<file path="src/rtl/ibus_read_arbiter.sv">
// ibus_read_arbiter: round-robin arbiter sequencing single-word reads from the register read unit
module ibus_read_arbiter #(
  parameter int NREQ = 4,
  parameter int HOLD = 2,
  parameter int TURN = 1
) (
  input  logic              clk,
  input  logic              reset,
  input  logic [NREQ-1:0]   req,
  input  logic [5*NREQ-1:0] req_addr,
  output logic [NREQ-1:0]   gnt,
  output logic [NREQ-1:0]   done,
  output logic [15:0]       rdata,
  output logic              nruen,
  output logic [4:0]        raddr,
  input  logic [15:0]       ibus
);
  localparam int IW = $clog2(NREQ);
  localparam int CW = $clog2((HOLD > TURN ? HOLD : TURN) + 1);
  typedef enum logic [1:0] {S_IDLE, S_DRIVE, S_TURN} state_t;
  state_t state;
  logic [IW-1:0] ptr, pick;
  logic [IW:0] s;
  logic [CW-1:0] cnt;
  // scan downward so the lowest offset from ptr is the last (winning) assignment
  always_comb begin
    pick = '0;
    s = '0;
    for (int i = NREQ - 1; i >= 0; i--) begin
      s = {1'b0, ptr} + (IW+1)'(i);
      s = (s >= (IW+1)'(NREQ)) ? s - (IW+1)'(NREQ) : s;
      pick = req[s[IW-1:0]] ? s[IW-1:0] : pick;
    end
  end
  always_ff @(posedge clk) begin
    if (reset) begin
      state <= S_IDLE;
      ptr   <= '0;
      cnt   <= '0;
      gnt   <= '0;
      done  <= '0;
      rdata <= '0;
      nruen <= 1'b1;
      raddr <= '0;
    end else begin
      case (state)
        S_IDLE: begin
          done <= '0;
          if (|req) begin
            raddr <= req_addr[5*pick +: 5];
            gnt   <= NREQ'(1) << pick;
            nruen <= 1'b0;
            cnt   <= CW'(HOLD - 1);
            ptr   <= (pick == IW'(NREQ - 1)) ? '0 : pick + 1'b1;
            state <= S_DRIVE;
          end
        end
        S_DRIVE: begin
          if (cnt == '0) begin
            rdata <= ibus;
            done  <= gnt;
            gnt   <= '0;
            nruen <= 1'b1;
            cnt   <= CW'(TURN - 1);
            state <= S_TURN;
          end else begin
            cnt <= cnt - 1'b1;
          end
        end
        default: begin
          done  <= '0;
          cnt   <= (cnt == '0) ? cnt : cnt - 1'b1;
          state <= (cnt == '0) ? S_IDLE : S_TURN;
        end
      endcase
    end
  end
endmodule

</file>
<file path="config.mk">
export PLATFORM = sky130hd
export DESIGN_NAME = ibus_read_arbiter
export DESIGN_NICKNAME = d
export VERILOG_FILES = /design/src/rtl/ibus_read_arbiter.sv
export SDC_FILE = /design/constraint.sdc
export NUM_CORES = 1
export LEC_CHECK = 0
export CAP_MARGIN = 10
export CORE_ASPECT_RATIO = 1.2
export CORE_MARGIN = 1.5
export CORE_UTILIZATION = 42
export DETAILED_ROUTE_END_ITERATION = 10
export PLACE_DENSITY = 0.8
export SYNTH_ARGS = -nofsm -noshare
export SYNTH_HDL_FRONTEND = slang
export SYNTH_SLANG_ARGS = --single-unit
</file>
<file path="constraint.sdc">
create_clock -name clk -period 1.9 [get_ports clk]
set_input_delay 0.38 -clock clk [delete_from_list [all_inputs] [get_ports clk]]
set_output_delay 0.38 -clock clk [all_outputs]
set_load 0.02 [all_outputs]
</file>
---- Word level (Yosys, flattened, before mapping) ----
Index checks and enable logic that the tools add are counted.
operators by class
  add/sub/neg operators ................... 9
  $mul .................................... 1
  div/mod/pow operators ................... 0
  order comparisons ....................... 8
  equal/unequal tests ..................... 5
  shifts and indexed selects .............. 2
  mux-type cells .......................... 30
  bitwise gates (word level) .............. 1
  reduce and logical (&&, ||, !) cells .... 10
operator list
  kind                   number
  $mux W2                14
  $shiftx A20 B6 Y5      1
  $lt A2 B3 Y1 const B   4
  $sub A2 B1 Y2 const B  5
  $ge A3 B3 Y1 const B   3
  $bmux W1 S2            4
  $mux W4                2
  $pmux W2 S2            2
  $pmux W4 S2            1
  $reduce_and A2 Y1      4
  $add A2 B2 Y3 const B  2
  $mux W1                6
  $mul A3 B2 Y5 const A  1
  $logic_not A2 Y1       2
  $ne A2 B2 Y1 const B   2
  $reduce_or A4 Y1       1
  $shl A1 B2 Y4 const A  1
  $add A2 B1 Y3 const B  1
  $ge A2 B3 Y1 const B   1
  $ne A3 B1 Y1 const B   1
  $reduce_and A3 Y1      1
  $add A2 B1 Y2 const B  1
  $eq A2 B1 Y1 const B   1
  $eq A2 B2 Y1 const B   1
  other kinds (4)        4
storage, ports and cells
  register bits after elaboration ......... 36
  bits in latches ......................... 0
  bits in writable memories ............... 0
  ROM bits ................................ 0
  logic and storage cells ................. 74
  memories ................................ 0

---- Logic depth before layout (Yosys ltp) ----
Gate-level depths: netlist of the first run.
  depth in word-level cells ............... 12
  gate-level depth with buffers ........... 8
  mapped depth without buffers ............ 6

---- Worst setup path after synthesis of the first run ----
No wires, ideal clock.
  path kind ............................... flip-flop to flip-flop
  from .................................... register cnt[0]
  to ...................................... register cnt[0]
  library setup time ...................... 132 ps
  arrival time ............................ 1484 ps
  setup slack ............................. 284 ps
  stages on the path, launching flop included .. 8
  cell sequence ........................... dfxtp_1 inv_1 ha_1 buf_1 nor2b_1 or3_4 a21oi_1 a311oi_2
on the way
  word-level cells in the longest chain between the ends .. 3
  elaborated cells on any way between the ends .. 7
  those cells by class .................... 1 x add/sub; 1 x eq/ne; 3 x mux; 2 x reduce/logical
ends and longest elaborated chain
  element                                                   RTL line    source
  start, declared                                           24          logic [CW-1:0] cnt;
  start signal, assigned                                    53          cnt <= CW'(HOLD - 1);
  start signal, assigned                                    64          cnt <= CW'(TURN - 1);
  start signal, assigned                                    67          cnt <= cnt - 1'b1;
  $sub A2 B1 Y2 / $logic_not A2 Y1 (equally long branches)  67, 72, 59
  $mux W2 (tied with other cells)                           72          cnt <= (cnt == '0) ? cnt : cnt - 1'b1;
  $pmux W2 S2 / $reduce_and A2 Y1 (equally long branches)   --
Several ways; a longest one is shown, not always the timed one. The select of a mux whose other input is x is not followed.
A chain may end at the register's enable or synchronous reset.

---- Worst setup path after layout of the first run ----
  from .................................... input req[0]
  to ...................................... register cnt[0]
on the way
  word-level cells in the longest chain between the ends .. 3
ends and longest elaborated chain
  element                      RTL line  source
  start, declared              9         input logic [NREQ-1:0] req,
  $reduce_or A4 Y1             49        if (|req) begin
  $ne A2 B2 Y1 (no line)       --
  $reduce_and A2 Y1 (no line)  --
No other way between the ends.

==> results of run 1 <==
-- final cells by class --
| class | count | area share (%) |
|---|---|---|
| well taps | 52 | 2.56 |
| inverters | 5 | 0.739 |
| flip-flops and latches | 36 | 28.4 |
| clock buffers | 6 | 2.86 |
| multi-input cells | 131 | 33.4 |
| repair buffers | 84 | 31.8 |
| clock inverters | 1 | 0.197 |
-- cells in the mapped netlist (all sizes together), types with 2 or more instances --
library cell	instances	area [um2]
nand2	37	141
dfxtp	36	721
a21oi	27	143
mux2i	15	150
nor2	10	40.0
nand3b	8	60.1
buf	7	48.8
clkbuf	5	18.8
inv	5	18.8
nand2b	5	33.8
o221ai	5	43.8
ha	4	50.1
nand3	4	20.0
or3	3	23.8
a311oi	2	30.0
nor2b	2	12.5
-- how the worst max path moves through the flow --
stage / from / to / cells after the start
after detailed placement: req[0] / cnt[1] / 5
after global placement: req[0] / nruen / 5
after CTS: req[0] / cnt[1] / 5
after floorplan: cnt[0] / cnt[0] / 7
final: req[0] / cnt[0] / 6
after global routing: req[0] / cnt[0] / 6
-- metrics by stage --
stage / total power [mW] / cells
2_1_floorplan: 1.71 / 184
3_3_place_gp: 2.15 / 308
3_5_place_dp: 2.18 / 308
4_1_cts: 2.68 / 315
5_1_grt: 2.83 / 315
6_report: 2.66 / 315
-- cells by family (layout without fill, tap and decap cells) --
kind of cell | count (synthesis) | after routing | synth area share [%]
flops | 36 | 36 | 43.6
simple gates | 72 | 72 | 21.8
buf+inv | 17 | 96 | 5.23
compound gates | 40 | 40 | 17.2
mux | 15 | 15 | 9.09
fa+ha+maj | 4 | 4 | 3.03
-- per-layer routing --
layer / vias up / wire length (um) / global-route usage (%)
met5: - / 0 / 0
met2: 65 / 1990 / 36.1
met4: 0 / 69 / 7.65
met3: 10 / 310 / 5.23
li1: 792 / - / -
met1: 678 / 1580 / 21.0
-- power groups by stage --
| stage | Clock (mW) | Combinational (mW) | Sequential [mW] |
|---|---|---|---|
| final | 0.498 | 1.16 | 1.00 |
| after global routing | 0.532 | 1.27 | 1.02 |
| after CTS | 0.511 | 1.17 | 1.01 |
| after detailed placement | 0 | 1.16 | 1.02 |
| after global placement | 0 | 1.14 | 1.01 |
| after floorplan | 0 | 0.583 | 1.13 |
-- repair_timing --
action                                  in CTS  in global routing
buffers inserted                             0                  0
gates resized for setup                      0                  1
endpoints found under the setup margin       0                  2
hold buffers                                 0                  0
-- flip-flops by register name (all words and copies together), names as in the netlist --
register / flops
gnt: 4
rdata: 16
nruen: 1
state: 2
done: 4
raddr: 5
ptr: 2
cnt: 2
-- critical path, delay by kind of cell --
kind	cells	cell delay (ps)
buffers and inverters	1	510
AND/OR/NAND/NOR	3	830
AO/OA/AOI/OAI	2	230
==> summary.txt, run 1 <==
Power and ir drop
  • Sw Ratio: 35.1%
  • PD cells: 1050 mW/mm2
  • Peak supply drop: ~600 uV
  • Register share of total power: roughly 38%
  • Switching pwr: just over 900 uW
  • Leakage: ~0.95 nW
  • Pint: around 1.7 mW
  • Comb pwr share: a little over two fifths
  • Clock power share: a little under a fifth

Die
  • Initial Util: between 40% and 50%
  • Core ar.: roughly 0.0037 mm2
  • Die ar.: approximately 0.0043 mm2
  • # IOs: 72
  • Die Height: 71.7 um
  • Die span in x: around 60 um
  • Row count: 24

Placement
  • Placed cell areas: around 0.0025 mm2
  • Pre-CTS setup slack: -213 ps
  • Placer congestion estimate: just under 0.8
  • Port Buf Inserts: 71
  • DPL Wire Length: 3.02 mm

STA
  • Final Skew: between 5 and 6 ps
  • Slew margin rel.: a little under three fifths
  • Final hold violation count: 0
  • PnR worst setup slack: 111 ps
  • Final period utilization: between 90% and 100%
  • Hold Slack: 454 ps
  • Setup TNS: 0 ps
  • Final min period: approximately 1800 ps
  • RSZ-0062 raised after global routing: no
  • Fmax: between 500 and 600 MHz
  • # setup viols final: 0
  • Final slew viol count: 0
  • Worst-Margin Slew: roughly 650 ps

Logic synthesis
  • Syn Std Cell Area: 0.00165 mm2
  • Synth warn: 0
  • Seq/Total Area, Yosys: a little over two fifths
  • Synth Register Bits: 36
  • Syn Inst Count: between 150 and 200
  • Post-synth net total: 230
  • Yosys cell types: 33
  • EDFF count, synth: 0
  • Mean area per synthesized cell: ~9 um2
  • Dominant synthesized flop cell: dfxtp_1
  • Async set or reset register ratio after synthesis: 0%

Finish
  • Filler cells: around 320
  • Antenna diodes: 0
  • Most frequent cells in the layout: clkdlybuf4s50_1 (71), nand2_1 (36), dfxtp_1 (36)
  • Final nets: ~310
  • Register Area: approximately 720 um2
  • Final Cell Area: 0.00254 mm2
  • Area of the multi-input gates: ~850 um2
  • Most common library cell in the layout ignoring fill and taps: clkdlybuf4s50_1
  • Share of cells above drive strength 1: 12.5%
  • Final core utilization: slightly below 70%
  • Area grow syn2layout: 53.8%

Clocking
  • Root buffer cell: clkbuf_8
  • Number of clock sinks: 36
  • Clock transition at the registers of the reported paths: approximately 70 ps
  • Clk buf depth: 2
  • Worst-Skew Late Latency: roughly 280 ps
  • TritonCTS buffer count: 5
  • H-tree Lvls: 2
  • TritonCTS clock tree: yes

Job
  • Max cap viols: 0

Critical path
  • Critical Path RT: between 2000 and 2500 ps
  • RR Startpoint: ptr[1]
  • CP max FO: 5
  • Worst path cell trace: clkdlybuf4s50_1 > nor4_2 > nor3_2 > or3_4 > a21oi_1 > a311oi_2
  • Crit-path max cell delay: between 500 and 600 ps
  • Crit Path Category: primary input to flop
  • Startpoint Class: primary input
  • R2R setup slack: about 260 ps
  • Critical Path End Type: flop
  • Critical Path Slowest Stage Cell: clkdlybuf4s50_1
  • WP data arrival: 1950 ps
  • R2r worst-path depth: 6
  • RR Endpoint: raddr[4]

Detailed routing
  • Vias/cell: 4.90
  • Initial DRC count: 73
  • Routed vias: 1545
  • Routed wire per std cell: around 13 um
  • Router iterations before antenna repair: 4
  • Drt drc: 0
  • Remaining antenna violation count: 0
  • Routed wire length: between 3 and 4 mm

GRT
  • Vias in the first global route: between 1500 and 2000
  • GRT overflow: 0
  • Global Route Usage Sum: 19.8%
  • First-pass GRT wire length: between 6 and 7 mm
  • Largest net degree at the start of global routing: 19
  • Initial antenna violation count: 0

Run status
  • Status: finished, final reports clean

Min path
  • Hold Path Stages: 2
  • Worst Hold Class: flop to flop
  • HP Start: rdata[5]
  • Hold Path End: rdata[5]
Power figures use the tool's default switching activity.
==> run 2, diff against run 1 <==
- GPL_TIMING_DRIVEN: not set -> 0
==> run 2 against run 1 <==
  * Die area stayed put
  * Worst hold slack worse by 1.3 ps
  * Critical path depth stayed put
  * Design area rose by 0.69%
  * Core utilization rose by 0.47 points
  * Sequential power about the same
  * First-iteration DRC count fell by 36%
  * Maximum frequency increased by 2.0%
  * Non-clock buffer count fell by 2
  * Setup slack improved by 36 ps
==> summary.txt, run 2 (same netlist as run 1, synthesis figures left out) <==
STA
  • Final slew viol count: 0
  • Worst-Margin Slew: roughly 480 ps
  • Slew margin rel.: between 60% and 70%
  • Final period utilization: slightly above 90%
  • RSZ-0062 raised after global routing: no
  • Final min period: roughly 1800 ps
  • Fmax: ~570 MHz
  • Final hold violation count: 0
  • Final Skew: 4.31 ps
  • # setup viols final: 0

Critical path
  • Crit-path max cell delay: roughly 510 ps
  • Crit Path Category: flop to flop
  • Startpoint Class: flop
  • R2R setup slack: ~150 ps
  • Critical Path Slowest Stage Cell: dfxtp_1
  • Critical Path RT: a little over 2000 ps
  • CP max FO: 7
  • Worst path cell trace: mux2i_1 > nor2_1 > a311oi_4 > ha_1 > nand2_1 > a21oi_1
  • Critical Path End Type: flop
  • WP data arrival: 1910 ps

GRT
  • Largest net degree at the start of global routing: 12
  • Global Route Usage Sum: 20.0%
  • First-pass GRT wire length: 6.59 mm
  • Vias in the first global route: 1540
  • Initial antenna violation count: 0
  • GRT overflow: 0

Die
  • Core ar.: about 0.0037 mm2
  • Initial Util: about 45%
  • Row count: 24
  • Die ar.: about 0.0043 mm2
  • # IOs: 72
  • Die span in x: 60.2 um
  • Die Height: approximately 72 um

Finish
  • Most frequent cells in the layout: clkdlybuf4s50_1 (68), nand2_1 (36), dfxtp_1 (36)
  • Area grow syn2layout: 54.8%
  • Biggest regs: rdata: 16 flops, raddr: 5 flops
  • Max reg flops: 16
  • Share of cells above drive strength 1: between 10% and 20%
  • Finished Layout Cells: 314
  • Area of the multi-input gates: 873 um2
  • Antenna diodes: 0
  • Filler cells: 330
  • Final core utilization: between 60 and 70%
  • Register Area: 721 um2
  • Largest Register: rdata
  • Final nets: slightly above 300
  • Most common library cell in the layout ignoring fill and taps: clkdlybuf4s50_1

Clocking
  • Post-CTS Setup Bufs: 0
  • Clk buf depth: 2
  • Clock transition at the registers of the reported paths: around 70 ps
  • Number of clock sinks: 36
  • TritonCTS clock tree: yes
  • Root buffer cell: clkbuf_8
  • Worst-Skew Late Latency: roughly 290 ps
  • TritonCTS buffer count: 5
  • H-tree Lvls: 2

Detailed routing
  • Drt drc: 0
  • Router iterations before antenna repair: 4
  • Routed wire length: about 3.9 mm
  • Routed wire per std cell: ~12 um
  • Vias/cell: 4.94
  • Routed vias: between 1500 and 2000
  • Initial DRC count: 47
  • Remaining antenna violation count: 0

Placement
  • Port Buf Inserts: 71
  • DPL Wire Length: between 2 and 3 mm
  • Placer congestion estimate: about 0.71
  • Placed cell count: between 300 and 400

Run status
  • Status: finished, final reports clean

Power and ir drop
  • Peak supply drop: around 500 uV
  • PD cells: between 1000 and 1500 mW/mm2
  • Leakage: 0.964 nW

Min path
  • Worst Hold Class: flop to flop

Job
  • Max cap viols: 0
-- run 2: changes by cell type in the layout (fill, tap and decap cells not counted), moves of 2 or more --
cell / change
buf_4: -12
clkbuf_1: +4
clkdlybuf4s50_1: -3
dlymetal6s2s_1: +3
buf_2: +2
buf_6: +2
-- run 2: path summary, 6_finish.rpt --
| check | startpoint | end | cells after the start |
|---|---|---|---|
| worst max-delay path | ptr[1] | ptr[1] | 6 |
| worst max register to register | ptr[1] | ptr[1] | 6 |
| worst min-delay path | rdata[15] | rdata[15] | 2 |
| worst min register to register | rdata[15] | rdata[15] | 2 |
-- run 2: timing repair --
item | CTS | global route
resized for setup | 0 | 10
setup endpoints to repair | 0 | 27
hold buffers | 0 | 0
-- run 2: per-stage QoR --
| step | setup slack, ps | power (mW) | TNS, ps | hold WS, ps | cell area [um2] |
|---|---|---|---|---|---|
| 2_1_floorplan | 284 | 1.71 | 0 | 449 | 1650 |
| 3_3_place_gp | -289 | 2.12 | -3060 | 441 | 2430 |
| 3_5_place_dp | -296 | 2.14 | -3150 | 448 | 2430 |
| 4_1_cts | 6.89 | 2.71 | 0 | 457 | 2520 |
| 5_1_grt | 33.5 | 2.90 | 0 | 469 | 2560 |
| 6_report | 147 | 2.70 | 0 | 453 | 2560 |
-- run 2: worst max-delay path, delay by kind of cell (launching register included) --
family	cells	cell delay, ps
muxes	1	250
adders and majority gates	1	300
and+or+nand+nor	2	150
AOI/OAI and AO/OA	2	410
DFF	1	510
-- run 2: routing by layer --
metal,vias up,GRT usage (%),share of wire [%]
met3,6,7.22,8.8
met2,63,34.5,50
met4,0,6.67,1.4
met5,-,0,0
li1,791,-,-
met1,691,22.1,40
-- run 2: cell type report --
class	count	area share (%)
multi-input combinational	131	34.1
sequential	36	28.2
timing repair buffer	71	28.1
clock buffer	7	3.38
buffer	11	2.64
tap	52	2.54
inverter	5	0.734
clock inverter	1	0.294
-- run 2: power breakdown --
| part | switching [mW] | leakage, nW | internal, mW |
|---|---|---|---|
| Combinational | 0.579 | 0.625 | 0.559 |
| Clock | 0.263 | 0.0445 | 0.294 |
| Sequential | 0.109 | 0.295 | 0.897 |
==> run 3, diff against run 2 <==
- CORE_UTILIZATION: 42 -> 45
- PLACE_DENSITY: 0.8 -> 0.95
- clock period: 1.9 -> 2.25 ns (I/O delays scaled with it)
==> run 3 against run 2 <==
  * Worst hold slack better by 0.61 ps
  * Sequential share of layout area up 0.62 points
  * Clock skew rose by 2.1 ps
  * Highest routed layer unchanged
  * Largest cell class unchanged
  * Critical path type is now primary input to flop
==> summary.txt, run 3 (same netlist as run 1, synthesis figures left out) <==
Run status
  • Status: finished, final reports clean

Die
  • Initial Util: approximately 48%
  • Core ar.: around 0.0034 mm2
  • Die span in x: roughly 58 um
  • # IOs: approximately 70
  • Die Height: between 60 and 70 um
  • Row count: 23
  • Die ar.: around 0.0040 mm2

STA
  • Worst-Margin Slew: 498 ps
  • Slew margin rel.: between 60% and 70%
  • Final Skew: 6.42 ps
  • Final min period: approximately 2000 ps
  • Final hold violation count: 0
  • Fmax: 511 MHz
  • RSZ-0062 raised after global routing: no
  • PnR worst setup slack: slightly below 300 ps
  • Final period utilization: 87.0%
  • Final slew viol count: 0
  • Setup TNS: 0 ps
  • # setup viols final: 0

Clocking
  • Number of clock sinks: 36
  • Hold Buf Count CTS: 0
  • Root buffer cell: clkbuf_8
  • Post-CTS Setup Bufs: 0
  • Worst-Skew Late Latency: a little under 300 ps
  • Clk buf depth: 2
  • Clock transition at the registers of the reported paths: about 70 ps
  • Post_cts resized: 0
  • H-tree Lvls: 2
  • TritonCTS buffer count: 5
  • TritonCTS clock tree: yes

Detailed routing
  • Router iterations before antenna repair: 4
  • Initial DRC count: 37
  • Routed wire per std cell: ~14 um
  • Routed wire length: roughly 4.2 mm
  • Remaining antenna violation count: 0
  • Drt drc: 0
  • Routed vias: about 1600
  • Vias/cell: around 5.3

GRT
  • Vias in the first global route: about 1600
  • First-pass GRT wire length: just under 7 mm
  • Global Route Usage Sum: between 20 and 25%
  • Initial antenna violation count: 0
  • GRT overflow: 0
  • Largest net degree at the start of global routing: 12

Critical path
  • CP max FO: 7
  • Startpoint Class: primary input
  • RR Startpoint: cnt[0]
  • R2r worst-path depth: 7
  • R2R setup slack: 390 ps
  • Critical Path Start: req[0]
  • RR Endpoint: cnt[0]
  • WP data arrival: 2110 ps
  • Critical Path End Type: flop
  • Critical Path RT: between 2000 and 2500 ps
  • Crit Path Category: primary input to flop
  • End point of the critical path: ptr[1]

Finish
  • Final Cell Area: around 0.0025 mm2
  • Biggest regs: rdata: 16 flops, raddr: 5 flops
  • Largest Register: rdata
  • Area grow syn2layout: 51.5%
  • Final nets: 308
  • Most common library cell in the layout ignoring fill and taps: clkdlybuf4s50_1
  • Antenna diodes: 0
  • Max reg flops: 16
  • Final core utilization: 73.1%
  • Share of cells above drive strength 1: just under 10%
  • Most frequent cells in the layout: clkdlybuf4s50_1 (71), nand2_1 (36), dfxtp_1 (36)

Placement
  • Pre-CTS setup slack: -4.22 ps
  • Placer congestion estimate: 0.746
  • DPL Wire Length: ~3.2 mm
  • Placed cell areas: roughly 0.0024 mm2
  • Port Buf Inserts: 71

Power and ir drop
  • Peak supply drop: just over 500 uV
  • PD cells: 915 mW/mm2
  • Total Power: around 2.3 mW
  • Leakage: between 0.9 and 1 nW

Min path
  • Worst Hold Class: flop to flop
  • HP Start: rdata[9]

Job
  • Max cap viols: 0
[run 3: layout make-up]
| type | instances | area (um2) |
|---|---|---|
| plain buffers | 12 | 67.6 |
| flip-flops and latches | 36 | 721 |
| fillers | 243 | 922 |
| inverters | 5 | 18.8 |
| multi-input cells | 131 | 845 |
| clock buffers | 7 | 86.3 |
| repair buffers | 71 | 711 |
| clock inverters | 1 | 7.51 |
| well taps | 37 | 46.3 |
[run 3: worst max-delay path, cell delays in order]
cell	delay [ps]
clkdlybuf4s50_1	520
mux2i_1	170
nor2_1	60
a311oi_2	470
ha_1	320
nand2_1	60
a21oi_1	60
[run 3: worst min-delay path by stage]
stage / end / slack [ps] / cells past startpoint
floorplan: ptr[0] / 490 / 2
global placement: rdata[10] / 440 / 2
detailed placement: rdata[1] / 450 / 2
CTS: rdata[1] / 460 / 2
global route: rdata[7] / 470 / 2
finish: rdata[9] / 450 / 2
[run 3: metal layers]
layer | share of wire (%) | track usage [%]
met1 | 39 | 23.0
met2 | 54 | 38.3
met3 | 5.7 | 5.97
met4 | 1.6 | 9.30
met5 | 0 | 0
[run 3: power by group]
| part | switching, mW | total, mW | internal [mW] |
|---|---|---|---|
| registers | 0.0876 | 0.845 | 0.757 |
| logic | 0.501 | 0.961 | 0.460 |
| clock network | 0.237 | 0.486 | 0.249 |
[run 3: stage by stage]
| stage | hold WS (ps) | std cells |
|---|---|---|
| 6_report | 453 | 300 |
| 4_1_cts | 456 | 300 |
| 3_5_place_dp | 446 | 292 |
| 5_1_grt | 474 | 300 |
| 3_3_place_gp | 441 | 292 |
| 2_1_floorplan | 491 | 184 |
